### src/rtl/lc2k_pkg.sv
// Shared encodings for the LC2K multi-cycle controller: opcodes, datapath
// mux selects and the sequencer state enum.
package lc2k_pkg;

  localparam logic [2:0] OP_ADD  = 3'b000;
  localparam logic [2:0] OP_NOR  = 3'b001;
  localparam logic [2:0] OP_LW   = 3'b010;
  localparam logic [2:0] OP_SW   = 3'b011;
  localparam logic [2:0] OP_BEQ  = 3'b100;
  localparam logic [2:0] OP_JALR = 3'b101;
  localparam logic [2:0] OP_HALT = 3'b110;
  localparam logic [2:0] OP_NOOP = 3'b111;

  localparam logic [1:0] ALU_ADD = 2'b00;
  localparam logic [1:0] ALU_NOR = 2'b01;
  localparam logic [1:0] ALU_CMP = 2'b10;

  localparam logic [1:0] PC_INC    = 2'b00;
  localparam logic [1:0] PC_BRANCH = 2'b01;
  localparam logic [1:0] PC_REGA   = 2'b10;

  localparam logic [1:0] WB_ALUOUT = 2'b00;
  localparam logic [1:0] WB_MDR    = 2'b01;
  localparam logic [1:0] WB_PC     = 2'b10;

  typedef enum logic [3:0] {
    S_IDLE, S_FETCH, S_DECODE, S_EXEC, S_WB_ALU, S_ADDR,
    S_MEM, S_WB_MEM, S_BEQ, S_JALR, S_HALTED
  } state_t;

endpackage

### src/rtl/lc2k_mem_handshake.sv
// Memory req/ready tracking: flags a completed transfer and a wait timeout
// once a request has gone MEM_WAIT_MAX cycles without mem_ready.
module lc2k_mem_handshake #(
  parameter int MEM_WAIT_MAX = 16
) (
  input  logic clk,
  input  logic reset,
  input  logic req,
  input  logic ready,
  output logic done,
  output logic timeout
);

  localparam int WAIT_W = $clog2(MEM_WAIT_MAX + 2);

  logic [WAIT_W-1:0] wait_cnt;

  // Any cycle without an outstanding request (or a completed one) rearms the
  // counter, so every FETCH/MEM entry starts counting from zero.
  always_ff @(posedge clk or posedge reset) begin
    if (reset) begin
      wait_cnt <= '0;
    end else if (!req || ready) begin
      wait_cnt <= '0;
    end else begin
      wait_cnt <= wait_cnt + 1'b1;
    end
  end

  assign done = req && ready;

  // Fires on the MEM_WAIT_MAX-th consecutive non-ready cycle; ready wins.
  generate
    if (MEM_WAIT_MAX == 0) begin : g_no_timeout
      assign timeout = 1'b0;
    end else begin : g_timeout
      assign timeout = req && !ready && (wait_cnt == WAIT_W'(MEM_WAIT_MAX - 1));
    end
  endgenerate

endmodule

### src/rtl/lc2k_multicycle_ctrl.sv
// LC2K multi-cycle sequencer: steps each instruction through FETCH/DECODE/
// EXEC/MEM/WB, drives datapath selects/enables and owns halt and counters.
module lc2k_multicycle_ctrl
  import lc2k_pkg::*;
#(
  parameter int CNT_W        = 32,
  parameter int MEM_WAIT_MAX = 16
) (
  input  logic             clk,
  input  logic             reset,
  input  logic             start,
  input  logic [2:0]       opcode,
  input  logic             alu_eq,
  input  logic             mem_ready,
  output logic             mem_req,
  output logic             mem_we,
  output logic             mem_addr_sel,
  output logic             ir_we,
  output logic             ab_we,
  output logic             aluout_we,
  output logic             mdr_we,
  output logic             pc_we,
  output logic [1:0]       pc_src,
  output logic             alu_srcb,
  output logic [1:0]       alu_op,
  output logic             reg_we,
  output logic             reg_dst_sel,
  output logic [1:0]       wb_sel,
  output logic             halted,
  output logic             mem_fault,
  output logic [CNT_W-1:0] instr_count,
  output logic [CNT_W-1:0] cycle_count,
  output state_t           fsm_state
);

  state_t state, next_state;
  logic   retire;
  logic   mem_done, mem_timeout;

  // Memory-side outputs depend on state only, so they hold steady while waiting.
  assign mem_req      = (state == S_FETCH) || (state == S_MEM);
  assign mem_addr_sel = (state == S_MEM);
  assign mem_we       = (state == S_MEM) && (opcode == OP_SW);
  assign halted       = (state == S_HALTED);
  assign fsm_state    = state;

  lc2k_mem_handshake #(.MEM_WAIT_MAX(MEM_WAIT_MAX)) u_hs (
    .clk     (clk),
    .reset   (reset),
    .req     (mem_req),
    .ready   (mem_ready),
    .done    (mem_done),
    .timeout (mem_timeout)
  );

  always_ff @(posedge clk or posedge reset) begin
    if (reset) begin
      state       <= S_IDLE;
      instr_count <= '0;
      cycle_count <= '0;
      mem_fault   <= 1'b0;
    end else begin
      state <= next_state;
      if (retire) instr_count <= instr_count + 1'b1;
      if (state != S_IDLE && state != S_HALTED) cycle_count <= cycle_count + 1'b1;
      if (mem_timeout) mem_fault <= 1'b1;
    end
  end

  always_comb begin
    next_state  = state;
    ir_we       = 1'b0;
    ab_we       = 1'b0;
    aluout_we   = 1'b0;
    mdr_we      = 1'b0;
    pc_we       = 1'b0;
    pc_src      = PC_INC;
    alu_srcb    = 1'b0;
    alu_op      = ALU_ADD;
    reg_we      = 1'b0;
    reg_dst_sel = 1'b0;
    wb_sel      = WB_ALUOUT;
    retire      = 1'b0;
    case (state)
      S_IDLE: if (start) next_state = S_FETCH;
      S_FETCH: begin
        if (mem_done) begin
          ir_we      = 1'b1;
          pc_we      = 1'b1;
          next_state = S_DECODE;
        end else if (mem_timeout) begin
          next_state = S_HALTED;
        end
      end
      S_DECODE: begin
        ab_we = 1'b1;
        case (opcode)
          OP_ADD, OP_NOR: next_state = S_EXEC;
          OP_LW, OP_SW:   next_state = S_ADDR;
          OP_BEQ:         next_state = S_BEQ;
          OP_JALR:        next_state = S_JALR;
          OP_HALT: begin
            retire     = 1'b1;
            next_state = S_HALTED;
          end
          default: begin
            retire     = 1'b1;
            next_state = S_FETCH;
          end
        endcase
      end
      S_EXEC: begin
        alu_srcb   = 1'b1;
        alu_op     = (opcode == OP_NOR) ? ALU_NOR : ALU_ADD;
        aluout_we  = 1'b1;
        next_state = S_WB_ALU;
      end
      S_WB_ALU: begin
        reg_we      = 1'b1;
        reg_dst_sel = 1'b1;
        retire      = 1'b1;
        next_state  = S_FETCH;
      end
      S_ADDR: begin
        aluout_we  = 1'b1;
        next_state = S_MEM;
      end
      S_MEM: begin
        if (mem_done) begin
          if (opcode == OP_SW) begin
            retire     = 1'b1;
            next_state = S_FETCH;
          end else begin
            mdr_we     = 1'b1;
            next_state = S_WB_MEM;
          end
        end else if (mem_timeout) begin
          next_state = S_HALTED;
        end
      end
      S_WB_MEM: begin
        reg_we     = 1'b1;
        wb_sel     = WB_MDR;
        retire     = 1'b1;
        next_state = S_FETCH;
      end
      S_BEQ: begin
        alu_srcb   = 1'b1;
        alu_op     = ALU_CMP;
        pc_src     = PC_BRANCH;
        pc_we      = alu_eq;
        retire     = 1'b1;
        next_state = S_FETCH;
      end
      // PC already holds PC+1 from FETCH; regA comes from the A latch, so the
      // jump target is the pre-write value even when regA==regB.
      S_JALR: begin
        reg_we     = 1'b1;
        wb_sel     = WB_PC;
        pc_src     = PC_REGA;
        pc_we      = 1'b1;
        retire     = 1'b1;
        next_state = S_FETCH;
      end
      S_HALTED: next_state = S_HALTED;
      default:  next_state = S_IDLE;
    endcase
  end

endmodule
### config.mk
export PLATFORM = sky130hd
export DESIGN_NAME = lc2k_multicycle_ctrl
export DESIGN_NICKNAME = d
export VERILOG_FILES = /design/src/rtl/lc2k_pkg.sv /design/src/rtl/lc2k_mem_handshake.sv /design/src/rtl/lc2k_multicycle_ctrl.sv
export SDC_FILE = /design/constraint.sdc
export NUM_CORES = 1
export LEC_CHECK = 0
export BUFFER_PORTS_ARGS = -buffer_cell sky130_fd_sc_hd__buf_2
export CAP_MARGIN = 10
export CELL_PAD_IN_SITES_DETAIL_PLACEMENT = 1
export CELL_PAD_IN_SITES_GLOBAL_PLACEMENT = 1
export CORE_AREA = 2 2 117 119
export CTS_CLUSTER_DIAMETER = 40
export DETAILED_ROUTE_END_ITERATION = 8
export DIE_AREA = 0 0 119 121
export GPL_TIMING_DRIVEN = 0
export PLACE_DENSITY_LB_ADDON = 0.1
export SLEW_MARGIN = 15
export SYNTH_ARGS = -nofsm -noshare
export SYNTH_HDL_FRONTEND = slang
export SYNTH_HIERARCHICAL = 1
export SYNTH_SLANG_ARGS = --single-unit
### constraint.sdc
create_clock -name clk -period 6.15 [get_ports clk]
set_input_delay 1.5375 -clock clk [delete_from_list [all_inputs] [get_ports clk]]
set_output_delay 1.5375 -clock clk [all_outputs]
set_load 0.02 [all_outputs]
* Word-level counts from Yosys, hierarchy flattened
Index checks and enable logic that the tools add are counted.
** Operators by class
- Add/subtract/negate cells :: 3
- Multiply operators :: 0
- Divide/modulo/power cells :: 0
- $lt $le $gt $ge :: 0
- Eq/ne operators :: 19
- Shifts and indexed selects :: 0
- Mux-type cells :: 27
- Bitwise gates (word level) :: 0
- Reduce and logical (&&, ||, !) cells :: 19
** Operator list (count)
- $add A32 B1 Y32 const B :: 2
- $pmux W4 S8 :: 1
- $pmux W4 S5 :: 1
- $eq A4 B3 Y1 const B :: 4
- $mux W4 :: 4
- $mux W1 :: 14
- $eq A4 B4 Y1 const B :: 3
- $pmux W2 S2 :: 3
- $eq A3 B3 Y1 const B :: 3
- $eq A4 B2 Y1 const B :: 2
- $reduce_or A2 Y1 :: 4
- $eq A3 B2 Y1 const B :: 2
- $pmux W1 S3 :: 2
- $reduce_or A6 Y1 :: 1
- $add A5 B1 Y5 const B :: 1
- $eq A5 B4 Y1 const B :: 1
- $logic_and A1 B1 Y1 :: 5
- $mux W5 :: 1
- $eq A4 B1 Y1 const B :: 1
- $logic_not A4 Y1 :: 1
- $ne A4 B4 Y1 const B :: 1
- $reduce_bool A4 Y1 :: 1
- $reduce_or A4 Y1 :: 1
- $eq A3 B1 Y1 const B :: 1
- 6 further kinds :: 8
** Word-level totals
- Register bits :: 74
- Latch bits :: 0
- RAM bits :: 0
- Memory bits (read-only) :: 0
- Bits of input ports :: 8
- Output and inout bits :: 87
- Word-level logic and storage cells :: 73
- Memories kept :: 0

* Longest topological paths before layout
Gate-level depths: netlist of run 1.
- Depth after elaboration :: 7
- Gate-level depth with buffers :: 13
- Gate-level depth less buffers :: 10

* By module
Netlist of run 1, hierarchy kept.
** By module, submodules not included
- lc2k_multicycle_ctrl :: times used 1, cells each 350, area an instance 3588.4 um2, seq. area each 1726.7 um2
- lc2k_mem_handshake :: times used 1, cells each 24, area an instance 245.2 um2, seq. area each 125.1 um2

* Least setup slack after synthesis of run 1
OpenSTA, ideal clock, no wires.
- Path type :: input port to output port
- From :: input port opcode[2]
- To :: output port alu_op[0]
- Arrival time :: 2609 ps
- Required time :: 4612 ps
- Slack :: 2004 ps
- Stages :: 2
- Path buffers :: 0
- Cells stage by stage :: or4b_2 nor3_1
** Between the ends
- Word-level cells in the longest chain between the ends :: 3
** RTL lines
- start: declaration :: line lc2k_multicycle_ctrl.sv:12 : input logic [2:0] opcode,
- $eq A3 B1 Y1 :: line lc2k_multicycle_ctrl.sv:114 : alu_op = (opcode == OP_NOR) ? ALU_NOR : ALU_ADD;
- $mux W1 :: line lc2k_multicycle_ctrl.sv:114
- $pmux W2 S2 :: line lc2k_multicycle_ctrl.sv:84 : case (state)
- end: declaration :: line lc2k_multicycle_ctrl.sv:25 : output logic [1:0] alu_op,
No other way between the ends.

* Final worst setup path of run 1
Same ends and word-level chain as after synthesis.

==> results of run 1 <==
-- per-layer routing --
layer	part of all wire (%)	global-route usage (%)	vias to the layer above
met5	0	0	-
li1	-	-	1524
met4	1.9	6.70	0
met2	46	23.2	77
met3	4.9	3.71	15
met1	47	20.0	1528
-- final cells by class --
| class | instances | share of cell area, % |
|---|---|---|
| Timing Repair Buffer | 95 | 10.3 |
| Clock buffer | 14 | 5.44 |
| Multi-Input combinational cell | 271 | 38.0 |
| Buffer | 16 | 1.80 |
| Tap cell | 176 | 4.54 |
| Inverter | 13 | 1.06 |
| Clock inverter | 2 | 0.722 |
| Sequential cell | 74 | 38.2 |
-- cell families (layout without fill, tap and decap cells) --
logic type / after synthesis / after routing / share of synthesized area, %
simple gates: 174 / 174 / 26.7
buf+inv: 29 / 140 / 3.56
compound gates: 25 / 25 / 4.41
mux: 3 / 3 / 0.849
xor+xnor: 65 / 65 / 14.8
flops: 74 / 74 / 48.3
fa+ha+maj: 4 / 4 / 1.31
-- cell usage in the layout (no fill, tap or decap), types with 6 or more instances in the layout --
cell type,Yosys,final
dfrtp_1,74,74
clkbuf_16,0,9
nor2_1,31,31
buf_2,7,101
xnor2_1,25,25
nand2b_1,6,6
and3_1,6,6
o21ai_0,8,8
inv_1,13,12
nand3_1,19,19
nand4_1,11,11
and4_1,6,6
nor4_1,15,15
clkbuf_1,6,9
nor3_1,12,12
nand2_1,33,33
xor2_1,40,40
-- how the worst max path moves through the flow --
stage	from	to	slack [ns]	depth (start not counted)
2_1_floorplan	opcode[2]	alu_op[0]	2.00	2
3_3_place_gp	reset	instr_count[9]	1.66	2
3_5_place_dp	opcode[2]	alu_op[0]	1.99	4
4_1_cts	opcode[2]	alu_op[0]	1.99	4
5_1_grt	opcode[2]	alu_op[0]	1.93	4
6_report	opcode[2]	alu_op[0]	1.98	4
-- worst max-delay path, cell delays in order --
cell	delay (ns)
buf_2	0.15
or4b_2	0.61
nor3_1	0.14
buf_2	0.19
-- flip-flops by register name, summed over array words and instances, names as in the netlist --
| name | flops |
|---|---|
| cycle_count | 32 |
| instr_count | 32 |
| fsm_state | 4 |
| mem_fault | 1 |
| u_hs/wait_cnt | 5 |
-- power by group --
| group | internal, mW | switching, mW |
|---|---|---|
| registers | 0.541 | 0.0695 |
| clock network | 0.336 | 0.201 |
| logic | 0.176 | 0.318 |
==> flow_summary.yaml, run 1 <==
finish:
  multi_input_area_mm2: 0.00185
  final_cell_area_mm2: 0.00485
  fin_util_pct: 37.1
  drive_above_1_share_pct: 28.7
  finalNetCount: 492
  seq_area_mm2: 0.00185
  syn_to_final_growth_pct: 26.6
  n_fill_cell: 1520
  antenna_cells: 0
  layout.cells.non_filler: 661
worst_setup_path:
  timing.rr.end: "instr_count[26]"
  rrSetupSlack_ns: 3.30
  rr_startpoint: "fsm_state[3]"
  crit_fanout: 8
  start_kind: "primary input"
  endpoint_kind: "output pin"
  rr_worst_depth: 10
  crit_type: "in -> out"
  cp.required_ns: 4.61
  arrival_ns: 2.63
synth:
  synthCells: 374
  syn-mean-instance-area_um2: 10.3
  yosysUniqueCellTypes: 56
  async_reset_ff_share_pct: 100
  netlist.area_leader.share_pct: 48.3
  yosys_warnings: 6
  synthTopCellsByCount: "dfrtp_1 (74), xor2_1 (40), nand2_1 (33)"
  yosysMostFrequentCell: "dfrtp_1"
  yosysTopAreaCell: "dfrtp_1"
  ys_top_cells_by_area: "dfrtp_1 (48%), xor2_1 (9.1%), xnor2_1 (5.7%)"
  synth-edff-count: 0
  synth-seq-area-share_pct: 48.3
  synth-seq-cells: 74
  synth.net_count: 386
  syn_area_mm2: 0.00383
  synthFlopType: "dfrtp_1"
place:
  dp_cells: 645
  place_congestion: 0.725
  place_worst_setup_slack_ns: 1.99
  io_buffers: 94
  hpwl_um: 7400
  placed_area_mm2: 0.00455
floorplan:
  die-area_mm2: 0.0144
  die_height_um: 121
  core_mm2: 0.0131
  dieWidth_um: 119
  ios: 95
  fp-row-count: 42
  initial_core_util_pct: 29.3
clocking:
  ctsResizeCount: 0
  numCtsBuffers: 9
  htree_levels: 3
  cts_hold_buf: 0
  ctsRootBufferMaster: "clkbuf_16"
  clockBufferDepth: 2
  cts_tree: "yes"
  clock_latency_ns: 0.34
  clock_sinks: 74
  cts_setup_buffers: 0
  clk_pin_slew_ns: 0.06
timing:
  fin_ws_ns: 1.98
  period_share_pct: 67.7
  final_hold_viol_count: 0
  max_freq_mhz: 240
  worstMarginPinSlew_ns: 0.866
  whs_ns: 0.461
  rsz0062_at_grt: "false"
  layout_min_cycle_time_ns: 4.17
  fin_worst_skew_ns: 0.00538
  fin_setup_tns_ns: 0
  relSlewSlack_pct: 41.8
  finalMaxSlewViolations: 0
  finalSetupViolCount: 0
pwr:
  ir_drop_mv: 0.152
  powerDensity_mw_per_mm2: 338
  finalPower_mw: 1.64
  p_leak_nw: 2.19
status:
  status: "finished clean"
global_route:
  grt_max_degree: 55
  grt_pass1_vias: 3282
  grt_pass1_wl_um: 17100
  antenna_found_initial: 0
  gr-total-overflow: 0
  grt_use_total_pct: 15.1
hold_path:
  whs_endpoint: "u_hs/wait_cnt[0]"
  hold_depth: 1
  hp-class: "reg -> reg"
  hp-start: "u_hs/wait_cnt[0]"
route:
  vias_per_cell: 4.76
  routed_wl_um: 10200
  drc: 0
  dr_total_vias: 3144
  wl_per_cell_um: 15.4
  ant_nets: 0
  dr.pass1.iters: 4
  drt-initial-drc-count: 153
run:
  max_cap_violations: 0
Note: power is estimated with default switching activity, not from simulation.
==> run 2: changes to the inputs <==
==> constraint.sdc (replaced) <==
create_clock -name clk -period 3.5 [get_ports clk]
set_input_delay 0.875 -clock clk [delete_from_list [all_inputs] [get_ports clk]]
set_output_delay 0.875 -clock clk [all_outputs]
set_load 0.02 [all_outputs]
==> run 2 against run 1 <==
Compared with the run above: largest cell class unchanged; combinational power increased by 76%; count of clock-buffer cells in the layout is the same; critical endpoint is now ir_we; routed wire length about the same; clock skew hardly changed; flip-flop and latch count is the same; critical path type is now reg -> out; worst setup slack worse by 1.7 ns; non-clock buffer count stayed put; cell count unchanged; highest routed layer unchanged.
==> flow_summary.yaml, run 2 (synthesized netlist as in run 1, its figures left out) <==
finish:
  top_regs: "cycle_count: 32 flops, instr_count: 32 flops, u_hs/wait_cnt: 5 flops"
  n_fill_cell: 1519
  antenna_cells: 0
  drive_above_1_share_pct: 28.9
  finalNetCount: 492
  final_common_cell: "buf_2"
  syn_to_final_growth_pct: 26.7
  mostFrequentLayoutCells: "buf_2 (101), dfrtp_1 (74), xor2_1 (40), nand2_1 (33), nor2_1 (30)"
floorplan:
  initial_core_util_pct: 29.3
  die_height_um: 121
  dieWidth_um: 119
  ios: 95
  fp-row-count: 42
  die-area_mm2: 0.0144
  core_mm2: 0.0131
route:
  wl_per_cell_um: 15.4
  dr_total_vias: 3144
  dr.pass1.iters: 4
  top_layer: "met4"
  ant_nets: 0
  routed_wl_um: 10200
  wl_met3_um: 501
  vias_per_cell: 4.76
  drt-met1-wl_um: 4820
  drt-initial-drc-count: 152
  wl_met2_um: 4680
  drc: 0
timing:
  whs_ns: 0.459
  layout_min_cycle_time_ns: 3.20
  finalMaxSlewViolations: 0
  relSlewSlack_pct: 41.8
  finalSetupViolCount: 0
  max_freq_mhz: 312
  fin_worst_skew_ns: 0.00538
  rsz0062_at_grt: "false"
  final_hold_viol_count: 0
  worstMarginPinSlew_ns: 0.866
  period_share_pct: 91.4
worst_setup_path:
  start_kind: "flop"
  endpoint_kind: "output pin"
  crit_type: "reg -> out"
  arrival_ns: 2.33
  rr_worst_depth: 10
  crit_fanout: 10
  cp.required_ns: 2.62
global_route:
  antenna_found_initial: 0
  grt_use_total_pct: 15.1
  grt_pass1_vias: 3282
  grt_max_degree: 55
  grt_pass1_wl_um: 17100
  gr-total-overflow: 0
clocking:
  clockBufferDepth: 2
  numCtsBuffers: 9
  cts_setup_buffers: 0
  clock_latency_ns: 0.34
  cts_tree: "yes"
  ctsRootBufferMaster: "clkbuf_16"
  htree_levels: 3
  clock_sinks: 74
  clk_pin_slew_ns: 0.06
place:
  io_buffers: 94
  place_congestion: 0.725
  hpwl_um: 7400
pwr:
  finalPower_mw: 2.89
  p_int_mw: 1.85
  seq_power_share_pct: 37.2
  p_leak_nw: 2.19
  clkPwrFrac_pct: 32.7
  powerDensity_mw_per_mm2: 595
  swShare_pct: 35.9
  ir_drop_mv: 0.267
  power.share.combinational_pct: 30.1
  p_switching_mw: 1.04
run:
  max_cap_violations: 0
status:
  status: "finished clean"
hold_path:
  hp-class: "in -> async"
[run 2: cell counts in the layout (fill, tap and decap cells not counted)]
No cell type changed its count.
[run 2: worst paths after layout]
kind                                    endpoint              from  slack (ns)
worst max-delay path                       ir_we      fsm_state[3]        0.30
worst min register to register  u_hs/wait_cnt[0]  u_hs/wait_cnt[0]        0.46
min in group clk                u_hs/wait_cnt[0]  u_hs/wait_cnt[0]        0.46
worst max register to register   instr_count[26]      fsm_state[3]        0.71
max in group asynchronous        instr_count[13]             reset        2.45
worst min-delay path            u_hs/wait_cnt[1]             reset        0.46
[run 2: critical path, cell delays in order, from the launching register on]
cell and delay (ns):
dfrtp_1 0.44, buf_2 0.21, clkbuf_1 0.26, nor2_2 0.23
and2_2 0.16, buf_2 0.20, nor4b_1 0.26, buf_2 0.22
[run 2: routing by layer]
metal / vias to the layer above / track usage (%)
li1: 1524 / -
met1: 1528 / 20.0
met2: 77 / 23.2
met3: 15 / 3.71
met4: 0 / 6.70
met5: - / 0
[run 2: power groups by stage]
stage               logic [mW]  registers [mW]  clock network [mW]
detailed placement       0.890            1.09                   0
global placement         0.881            1.08                   0
finish                   0.870            1.07               0.944
floorplan                0.500            1.17                   0
global route             0.970            1.09                1.01
CTS                      0.892            1.08               0.973
[run 2: per-stage QoR]
stage	utilization, %	setup TNS (ns)	cells	instance area [um^2]	setup WS, ns
floorplan	-	0	374	3830	0.224
global placement	34.6	-22.03	644	4520	-0.325
detailed placement	34.8	0	645	4550	0.553
CTS	37.1	0	661	4850	0.167
global route	37.1	0	661	4860	0.0419
finish	37.1	0	661	4860	0.300
[run 2: layout make-up]
cell class              instances  area, um^2  share of cell area, %
repair buffers                 95         498                   10.3
plain buffers                  16        87.6                   1.80
clock inverters                 2        35.0                  0.721
inverters                      13        51.3                   1.06
flip-flops and latches         74        1850                   38.1
clock buffers                  14         264                   5.44
well taps                     176         220                   4.53
multi-input cells             271        1850                   38.1
[run 2: timing repair]
action,CTS,global route
setup endpoints to repair,0,1
gates resized for setup,0,1
hold buffers,0,0
